`src/rtl/npusch_demap_ctrl_if.sv`:
```
// +----------------------------------------------------------------------------+
// | Module      : npusch_demap_ctrl_if                                         |
// | Description : Allocation, FFT-strobe and demapper-control bundle for the   |
// |               NPUSCH demapper sequencer.                                   |
// | Revision    : 1.0                                                          |
// +----------------------------------------------------------------------------+
`default_nettype none

interface npusch_demap_ctrl_if;
    logic       i_start;
    logic       i_abort;
    logic [5:0] i_Isc;
    logic [2:0] i_N_RU;
    logic       i_FFT_Valid;
    logic       o_en;
    logic [5:0] o_Isc;
    logic       o_DMRS_valid;
    logic       o_data_valid;
    logic [2:0] o_sym_idx;
    logic [7:0] o_slot_idx;
    logic       o_busy;
    logic       o_done;
    logic       o_isc_err;

    modport master (
        output i_start, i_abort, i_Isc, i_N_RU, i_FFT_Valid,
        input  o_en, o_Isc, o_DMRS_valid, o_data_valid, o_sym_idx,
               o_slot_idx, o_busy, o_done, o_isc_err
    );

    modport slave (
        input  i_start, i_abort, i_Isc, i_N_RU, i_FFT_Valid,
        output o_en, o_Isc, o_DMRS_valid, o_data_valid, o_sym_idx,
               o_slot_idx, o_busy, o_done, o_isc_err
    );
endinterface

`default_nettype wire

```
`src/rtl/npusch_demap_ctrl.sv`:
```
// +----------------------------------------------------------------------------+
// | Module      : npusch_demap_ctrl                                            |
// | Description : Walks one NPUSCH allocation symbol by symbol on the FFT      |
// |               strobe and drives the resource-element demapper.             |
// | Revision    : 1.0                                                          |
// +----------------------------------------------------------------------------+
`default_nettype none

module npusch_demap_ctrl #(
    parameter int SYMS_PER_SLOT = 7,
    parameter int DMRS_SYM      = 3
) (
    input  logic                 i_clk,
    input  logic                 i_rst_n,
    npusch_demap_ctrl_if.slave   bus
);

    typedef enum logic [1:0] {
        S_IDLE = 2'd0,
        S_RUN  = 2'd1,
        S_DONE = 2'd2
    } state_t;

    state_t     state_q, state_d;
    logic [5:0] isc_q, isc_d;
    logic [2:0] sym_idx_q, sym_idx_d;
    logic [7:0] slot_idx_q, slot_idx_d;
    logic [7:0] last_slot_q, last_slot_d;
    logic       isc_err_q, isc_err_d;

    logic       w_isc_legal;
    logic [4:0] w_slots_per_ru;
    logic [3:0] w_num_ru;
    logic [8:0] w_total;
    logic [8:0] w_total_m1;
    logic       w_last_sym;
    logic       w_is_dmrs;

    assign w_isc_legal = (bus.i_Isc < 6'd19);

    always_comb begin
        w_slots_per_ru = 5'd2;
        if (bus.i_Isc <= 6'd11)      w_slots_per_ru = 5'd16;
        else if (bus.i_Isc <= 6'd15) w_slots_per_ru = 5'd8;
        else if (bus.i_Isc <= 6'd17) w_slots_per_ru = 5'd4;
    end

    always_comb begin
        w_num_ru = {1'b0, bus.i_N_RU} + 4'd1;
        case (bus.i_N_RU)
            3'd6:    w_num_ru = 4'd8;
            3'd7:    w_num_ru = 4'd10;
            default: w_num_ru = {1'b0, bus.i_N_RU} + 4'd1;
        endcase
    end

    // Largest legal product is 10 x 16 = 160, so the 8-bit slot counter never overflows.
    assign w_total    = {5'd0, w_num_ru} * {4'd0, w_slots_per_ru};
    assign w_total_m1 = w_total - 9'd1;

    assign w_last_sym = (sym_idx_q == 3'(SYMS_PER_SLOT - 1));
    assign w_is_dmrs  = (sym_idx_q == 3'(DMRS_SYM));

    always_comb begin
        state_d     = state_q;
        isc_d       = isc_q;
        sym_idx_d   = sym_idx_q;
        slot_idx_d  = slot_idx_q;
        last_slot_d = last_slot_q;
        isc_err_d   = 1'b0;
        case (state_q)
            S_IDLE: begin
                if (!bus.i_abort && bus.i_start) begin
                    if (w_isc_legal) begin
                        state_d     = S_RUN;
                        isc_d       = bus.i_Isc;
                        sym_idx_d   = 3'd0;
                        slot_idx_d  = 8'd0;
                        last_slot_d = w_total_m1[7:0];
                    end else begin
                        isc_err_d = 1'b1;
                    end
                end
            end
            S_RUN: begin
                if (bus.i_abort) begin
                    state_d    = S_IDLE;
                    sym_idx_d  = 3'd0;
                    slot_idx_d = 8'd0;
                end else if (bus.i_FFT_Valid) begin
                    if (w_last_sym) begin
                        sym_idx_d = 3'd0;
                        if (slot_idx_q == last_slot_q) begin
                            state_d    = S_DONE;
                            slot_idx_d = 8'd0;
                        end else begin
                            slot_idx_d = slot_idx_q + 8'd1;
                        end
                    end else begin
                        sym_idx_d = sym_idx_q + 3'd1;
                    end
                end
            end
            S_DONE: begin
                state_d    = S_IDLE;
                sym_idx_d  = 3'd0;
                slot_idx_d = 8'd0;
            end
            default: begin
                state_d    = S_IDLE;
                sym_idx_d  = 3'd0;
                slot_idx_d = 8'd0;
            end
        endcase
    end

    always_ff @(posedge i_clk or negedge i_rst_n) begin
        if (!i_rst_n) begin
            state_q     <= S_IDLE;
            isc_q       <= 6'd0;
            sym_idx_q   <= 3'd0;
            slot_idx_q  <= 8'd0;
            last_slot_q <= 8'd0;
            isc_err_q   <= 1'b0;
        end else begin
            state_q     <= state_d;
            isc_q       <= isc_d;
            sym_idx_q   <= sym_idx_d;
            slot_idx_q  <= slot_idx_d;
            last_slot_q <= last_slot_d;
            isc_err_q   <= isc_err_d;
        end
    end

    assign bus.o_en         = (state_q == S_RUN);
    assign bus.o_busy       = (state_q == S_RUN) || (state_q == S_DONE);
    // An abort arriving in the DONE cycle suppresses the completion report.
    assign bus.o_done       = (state_q == S_DONE) && !bus.i_abort;
    assign bus.o_isc_err    = isc_err_q;
    assign bus.o_Isc        = isc_q;
    assign bus.o_sym_idx    = sym_idx_q;
    assign bus.o_slot_idx   = slot_idx_q;
    assign bus.o_DMRS_valid = (state_q == S_RUN) && bus.i_FFT_Valid && w_is_dmrs;
    assign bus.o_data_valid = (state_q == S_RUN) && bus.i_FFT_Valid && !w_is_dmrs;

endmodule

`default_nettype wire

```
`src/flat_wrapper.sv`:
```
// flat-port wrapper written by rule: the top's interface ports become plain ports
module npusch_demap_ctrl_flat 
#(
    parameter int SYMS_PER_SLOT = 7,
    parameter int DMRS_SYM      = 3
)
  (i_clk, i_rst_n, bus_i_start, bus_i_abort, bus_i_Isc, bus_i_N_RU, bus_i_FFT_Valid, bus_o_en, bus_o_Isc, bus_o_DMRS_valid, bus_o_data_valid, bus_o_sym_idx, bus_o_slot_idx, bus_o_busy, bus_o_done, bus_o_isc_err);
  npusch_demap_ctrl_if bus_i ();
  input  logic i_clk;
  input  logic i_rst_n;
  input wire logic [$bits(bus_i.i_start)-1:0] bus_i_start;
  input wire logic [$bits(bus_i.i_abort)-1:0] bus_i_abort;
  input wire logic [$bits(bus_i.i_Isc)-1:0] bus_i_Isc;
  input wire logic [$bits(bus_i.i_N_RU)-1:0] bus_i_N_RU;
  input wire logic [$bits(bus_i.i_FFT_Valid)-1:0] bus_i_FFT_Valid;
  output wire logic [$bits(bus_i.o_en)-1:0] bus_o_en;
  output wire logic [$bits(bus_i.o_Isc)-1:0] bus_o_Isc;
  output wire logic [$bits(bus_i.o_DMRS_valid)-1:0] bus_o_DMRS_valid;
  output wire logic [$bits(bus_i.o_data_valid)-1:0] bus_o_data_valid;
  output wire logic [$bits(bus_i.o_sym_idx)-1:0] bus_o_sym_idx;
  output wire logic [$bits(bus_i.o_slot_idx)-1:0] bus_o_slot_idx;
  output wire logic [$bits(bus_i.o_busy)-1:0] bus_o_busy;
  output wire logic [$bits(bus_i.o_done)-1:0] bus_o_done;
  output wire logic [$bits(bus_i.o_isc_err)-1:0] bus_o_isc_err;
  assign bus_i.i_start = bus_i_start;
  assign bus_i.i_abort = bus_i_abort;
  assign bus_i.i_Isc = bus_i_Isc;
  assign bus_i.i_N_RU = bus_i_N_RU;
  assign bus_i.i_FFT_Valid = bus_i_FFT_Valid;
  assign bus_o_en = bus_i.o_en;
  assign bus_o_Isc = bus_i.o_Isc;
  assign bus_o_DMRS_valid = bus_i.o_DMRS_valid;
  assign bus_o_data_valid = bus_i.o_data_valid;
  assign bus_o_sym_idx = bus_i.o_sym_idx;
  assign bus_o_slot_idx = bus_i.o_slot_idx;
  assign bus_o_busy = bus_i.o_busy;
  assign bus_o_done = bus_i.o_done;
  assign bus_o_isc_err = bus_i.o_isc_err;
  npusch_demap_ctrl #(.SYMS_PER_SLOT(SYMS_PER_SLOT), .DMRS_SYM(DMRS_SYM)) u_core (.i_clk(i_clk), .i_rst_n(i_rst_n), .bus(bus_i));
endmodule
```
`config.mk`:
```
export PLATFORM = sky130hd
export DESIGN_NAME = npusch_demap_ctrl_flat
export DESIGN_NICKNAME = d
export VERILOG_FILES = /design/src/rtl/npusch_demap_ctrl_if.sv /design/src/rtl/npusch_demap_ctrl.sv /design/src/flat_wrapper.sv
export SDC_FILE = /design/constraint.sdc
export NUM_CORES = 1
export LEC_CHECK = 0
export CAP_MARGIN = 20
export CORE_ASPECT_RATIO = 0.75
export CORE_UTILIZATION = 45
export CTS_CLUSTER_DIAMETER = 150
export DETAILED_ROUTE_END_ITERATION = 8
export GPL_TIMING_DRIVEN = 1
export PLACE_DENSITY_LB_ADDON = 0.15
export SETUP_SLACK_MARGIN = 0.3
export SYNTH_ARGS = -nofsm -noshare
export SYNTH_HDL_FRONTEND = slang
export SYNTH_SLANG_ARGS = --single-unit
export TNS_END_PERCENT = 30
```
`constraint.sdc`:
```
create_clock -name i_clk -period 1.8 [get_ports i_clk]
set_input_delay 0.18 -clock i_clk [delete_from_list [all_inputs] [get_ports i_clk]]
set_output_delay 0.18 -clock i_clk [all_outputs]
set_load 0.005 [all_outputs]
```
# Yosys cells after proc, flatten, opt, wreduce, memory -nomap -nowiden
# Index checks and enable logic that the tools add are counted.
[totals] reg_bits=28 latchBits=0 ram_bits=0 rom_bits=0 input_bits=14 output_inout_bits=23 elab_cells=67 n_memories=0
[classes] n_addsub=4 mul=1 div=0 magnitude_cmp=4 n_eq_ne=12 n_shift=0 mux=27 bitwise=0 n_reduce_logical=13
[op_table] op="two-way mux 8 bit" n=6
[op_table] op="two-way mux 3 bit" n=6
[op_table] op="one-hot mux 8 bit (2 select lines)" n=1
[op_table] op="less-or-equal comparator 6 x 4 -> 1 bit (second input constant)" n=2
[op_table] op="two-way mux 2 bit" n=6
[op_table] op="two-way mux 5 bit" n=2
[op_table] op="== test 3 bit (second input constant)" n=3
[op_table] op="adder 8 x 1 -> 8 bit (second input constant)" n=1
[op_table] op="== test 8 bit" n=1
[op_table] op="multiplier 4 x 5 -> 8 bit" n=1
[op_table] op="one-hot mux 4 bit (2 select lines)" n=1
[op_table] op="subtractor 8 x 1 -> 8 bit (second input constant)" n=1
[op_table] op="less-or-equal comparator 6 x 5 -> 1 bit (second input constant)" n=1
[op_table] op="less-than comparator 6 x 5 -> 1 bit (second input constant)" n=1
[op_table] op="!= test 3 x 2 -> 1 bit (second input constant)" n=2
[op_table] op="one-hot mux 3 bit (2 select lines)" n=1
[op_table] op="AND reduction 3 bit" n=2
[op_table] op="logical AND 1 bit" n=5
[op_table] op="AND reduction 5 bit" n=1
[op_table] op="adder 3 x 1 -> 4 bit (second input constant)" n=1
[op_table] op="!= test 2 x 1 -> 1 bit (second input constant)" n=2
[op_table] op="one-hot mux 2 bit (2 select lines)" n=1
[op_table] op="AND reduction 4 bit" n=1
[op_table] op="adder 3 x 1 -> 3 bit (second input constant)" n=1
[op_table] op="other kinds (8)" n=11

# Longest topological paths before layout
[depth] word_depth=6 ltp_mapped=15

# Worst setup path after synthesis
# No wires, ideal clock.
[synth_path] path_type="input to register" start="in bus_i_N_RU[0]" end="reg u_core.last_slot_q[6]" setup_time_ns=0.125 arrival_ns=3.427 required_ns=1.675 path_slack_ns=-1.752 cell_stages=14 path_cell_list="ha_1 -> ha_1 -> a21oi_1 -> and2_1 -> nand2_1 -> ha_1 -> fa_1 -> inv_1 -> fa_1 -> ha_1 -> a21o_1 -> a21oi_1 -> xnor2_1 -> mux2_4"
[synth_between] elab_chain_cells=4
[synth_lines] element="start: declaration" line="flat_wrapper.sv:14" source="input wire logic [$bits(bus_i.i_N_RU)-1:0] bus_i_N_RU;"
[synth_lines] element="adder 3 x 1 -> 4 bit / == test 3 bit (equally long branches)"
[synth_lines] element="one-hot mux 4 bit (2 select lines) *" line="npusch_demap_ctrl.sv:50" source="case (bus.i_N_RU)"
[synth_lines] element="multiplier 4 x 5 -> 8 bit *" line="npusch_demap_ctrl.sv:58" source="assign w_total = {5'd0, w_num_ru} * {4'd0, w_slots_per_ru};"
[synth_lines] element="subtractor 8 x 1 -> 8 bit *" line="npusch_demap_ctrl.sv:59" source="assign w_total_m1 = w_total - 9'd1;"
[synth_lines] element="end signal: assignment" line="npusch_demap_ctrl.sv:130" source="last_slot_q <= last_slot_d;"
[synth_lines] element="end: declaration" line="npusch_demap_ctrl.sv:28" source="logic [7:0] last_slot_q, last_slot_d;"
# Every way passes the cells marked *; elsewhere a longest branch is shown, timed or not.
# A chain may end at the register's enable or synchronous reset.

# Worst setup path in the final report
[layout_path] start="in bus_i_Isc[2]" end="reg u_core.last_slot_q[6]"
[layout_between] elab_chain_cells=6
[layout_lines] element="start: declaration" line="flat_wrapper.sv:13" source="input wire logic [$bits(bus_i.i_Isc)-1:0] bus_i_Isc;"
[layout_lines] element="less-or-equal comparator 6 x 5 -> 1 bit" line="npusch_demap_ctrl.sv:45" source="else if (bus.i_Isc <= 6'd17) w_slots_per_ru = 5'd4;"
[layout_lines] element="two-way mux 3 bit" line="npusch_demap_ctrl.sv:45"
[layout_lines] element="two-way mux 5 bit" line="npusch_demap_ctrl.sv:44" source="else if (bus.i_Isc <= 6'd15) w_slots_per_ru = 5'd8;"
[layout_lines] element="two-way mux 5 bit" line="npusch_demap_ctrl.sv:43" source="if (bus.i_Isc <= 6'd11) w_slots_per_ru = 5'd16;"
[layout_lines] element="multiplier 4 x 5 -> 8 bit" line="npusch_demap_ctrl.sv:58"
[layout_lines] element="subtractor 8 x 1 -> 8 bit" line="npusch_demap_ctrl.sv:59"
# Parallel ways exist; a longest one is shown, timed or not.

==> flow_summary.json <==
{
  "clkLatencyLatePin_ps": 290,
  "cts_max_path_buffers": 2,
  "critPathLaunchType": "primary input",
  "synth_nets": 259,
  "final_common_cell": "buf_4",
  "p_leak_nw": 1.77,
  "skew_ps": 7.63,
  "rows": 21,
  "ys_seq_elements": 28,
  "period_minus_slack_ps": 3110,
  "synth_enable_flop_cells": 0,
  "drive_above_1_share_pct": 53.2,
  "cts_hold_buf": 0,
  "hold_slack_ps": 245,
  "fp.coreArea_mm2": 0.00447,
  "critPathSlowestCell": "fa_1",
  "status": "finished, violations left",
  "routabilityCongestion": 0.845,
  "cts_sinks": 28,
  "grt_overflow": 0,
  "ys_seq_area_share_pct": 33.4,
  "layout_setup_ws_ps": -1310,
  "drt_iter0_markers": 121,
  "worstPathRequired_ps": 1990,
  "cts-root-buf": "clkbuf_8",
  "cp.arrival_ps": 3290,
  "cts_max_level": 1,
  "n_antenna_cell": 0,
  "fin_setup_tns_ps": -5980,
  "path_clk_slew_ps": 110,
  "die_w_um": 80.9,
  "syn_avg_cell_area_um2": 9.59,
  "cap_violations": 0,
  "grt_use_total_pct": 23.2,
  "async_flop_share_pct": 100,
  "rsz0062_at_grt": "true",
  "cpPeakStageDelay_ps": 540,
  "syn_inst": 219,
  "cp_cell_sequence": "buf_6, or3_4, nor3b_4, nand2_4, ha_4, fa_1, inv_2, fa_1, ha_4, a21o_1, a21oi_2, xnor2_1, mux2_4",
  "wl_per_cell_um": 18.6,
  "grt_pass1_vias": 1831,
  "fin_nets": 368,
  "grt_first_pass_wirelength_um": 8690,
  "drt_pass1_iterations": 5,
  "dp_hpwl_um": 3860,
  "vias": 2139,
  "min_path_type": "in -> reg",
  "cp_max_fo": 4,
  "ir_drop_mv": 0.841,
  "violations": "setup timing",
  "worstSetupPathType": "in -> reg",
  "antenna_found_initial": 0,
  "post_drt_via_cell_ratio": 5.57,
  "start_util_pct": 47.0,
  "drtAntennaViolNets": 0,
  "port_buffers": 36,
  "powerDensity_mw_per_mm2": 1080,
  "ios": 37,
  "cts_tree": "yes",
  "ys.flop_type": "dfrtp_1",
  "end_kind": "flop",
  "ys_warn_count": 0,
  "area_delta_synth_final_pct": 75.7,
  "ys_types": 44,
  "die_h_um": 61.2,
  "finalSetupViolCount": 7,
  "dieArea_mm2": 0.00495,
  "grt_max_degree": 29,
  "routed_wl_um": 7130,
  "netlist_area_mm2": 0.00210,
  "final_hold_viol_count": 0,
  "finalMaxSlewViolations": 0,
  "clock.fmax_ghz": 0.322,
  "cts_made_buffers": 3,
  "layout_common_cells": "buf_4, buf_6, dfrtp_1",
  "drcViolationCount": 0,
  "finalCritPeriodShare_pct": 173,
  "slew_headroom_pct": 68.9,
  "worstMarginPinSlew_ps": 466
}
final timing paths:
check | slack, ps | cells after the start | startpoint | endpoint
hold reg to reg | 520 | 1 | u_core.bus.o_Isc[5] | u_core.bus.o_Isc[5]
setup / recovery | -1310 | 13 | bus_i_Isc[2] | u_core.last_slot_q[6]
max in group asynchronous | 1230 | 2 | i_rst_n | u_core.bus.o_sym_idx[2]
min in group asynchronous | 260 | 2 | i_rst_n | u_core.last_slot_q[6]
hold / removal | 250 | 3 | bus_i_Isc[3] | u_core.bus.o_Isc[3]
setup reg to reg | 20 | 7 | u_core.state_q[0] | u_core.bus.o_Isc[1]
per-layer routing:
metal	track usage, %	routed length (µm)	vias up
met5	0	0	-
met4	3.57	87	0
met3	4.59	374	13
met2	37.7	3440	80
met1	32.8	3230	1057
li1	-	-	989
timing repair:
action                                  in CTS  in global routing
resized for setup                          121                 63
hold endpoints to repair                     0                  0
pin swaps                                   56                 55
cloned                                       0                  1
buffers inserted                            11                 15
endpoints found under the setup margin      35                 40
flip-flops by register name (all words and copies together) (netlist names):
register,flops
u_core.bus.o_sym_idx,3
u_core.bus.o_isc_err,1
u_core.last_slot_q,8
u_core.state_q,2
u_core.bus.o_Isc,6
u_core.bus.o_slot_idx,8
synthesized netlist by cell type (4+ instances only):
cell / count / area (µm²)
nor2_1: 12 / 45.0
a21o_1: 4 / 30.0
fa_1: 5 / 100
o21ai_0: 15 / 75.1
xnor2_1: 7 / 61.3
xor2_1: 8 / 70.1
nand3_1: 7 / 35.0
inv_1: 20 / 75.1
a211oi_1: 4 / 30.0
a21oi_1: 17 / 85.1
nand2b_1: 4 / 25.0
mux2_2: 7 / 78.8
dfrtp_1: 28 / 701
nand2_1: 16 / 60.1
ha_1: 21 / 263
where the power goes:
part,total (mW),leakage (nW),internal [mW],switching [mW]
registers,0.978,0.356,0.822,0.156
logic,2.48,1.38,1.34,1.13
clock network,0.527,0.0357,0.299,0.228
total,3.98,1.77,2.46,1.52
area by class of cell:
| class | instances | area [µm²] |
|---|---|---|
| Clock buffer | 3 | 41.3 |
| Clock inverter | 1 | 30.0 |
| Fill cell | 242 | 778 |
| Inverter | 20 | 85.1 |
| Multi-Input combinational cell | 167 | 1790 |
| Sequential cell | 28 | 702 |
| Tap cell | 57 | 71.3 |
| Timing Repair Buffer | 108 | 973 |
worst max-delay path: cells and delay by family:
| family | cells | cell delay [ps] |
|---|---|---|
| xor+xnor | 1 | 70 |
| simple gates | 3 | 780 |
| mux | 1 | 250 |
| fa+ha+maj | 4 | 1550 |
| buf+inv | 2 | 130 |
| compound gates | 2 | 320 |
per-stage QoR:
stage / area, µm² / utilization (%) / instances / setup WS (ps) / power, mW
final: 3690 / 82.6 / 384 / -1310 / 3.98
after global routing: 3690 / 82.6 / 384 / -1350 / 4.18
after CTS: 3330 / 74.5 / 368 / -1310 / 3.45
after detailed placement: 2940 / 65.8 / 353 / -2020 / 2.49
after global placement: 2940 / 65.8 / 353 / -1880 / 2.45
after floorplan: 2190 / - / 219 / -1310 / 1.76
cells by family after synthesis:
group           after synthesis  synth area share (%)
buf+inv                      24                  4.77
simple gates                 60                  15.4
mux                           9                  5.19
fa+ha+maj                    26                  17.3
compound gates               57                  17.8
flops                        28                  33.4
xor+xnor                     15                  6.26
(Power assumes the default switching activity.)
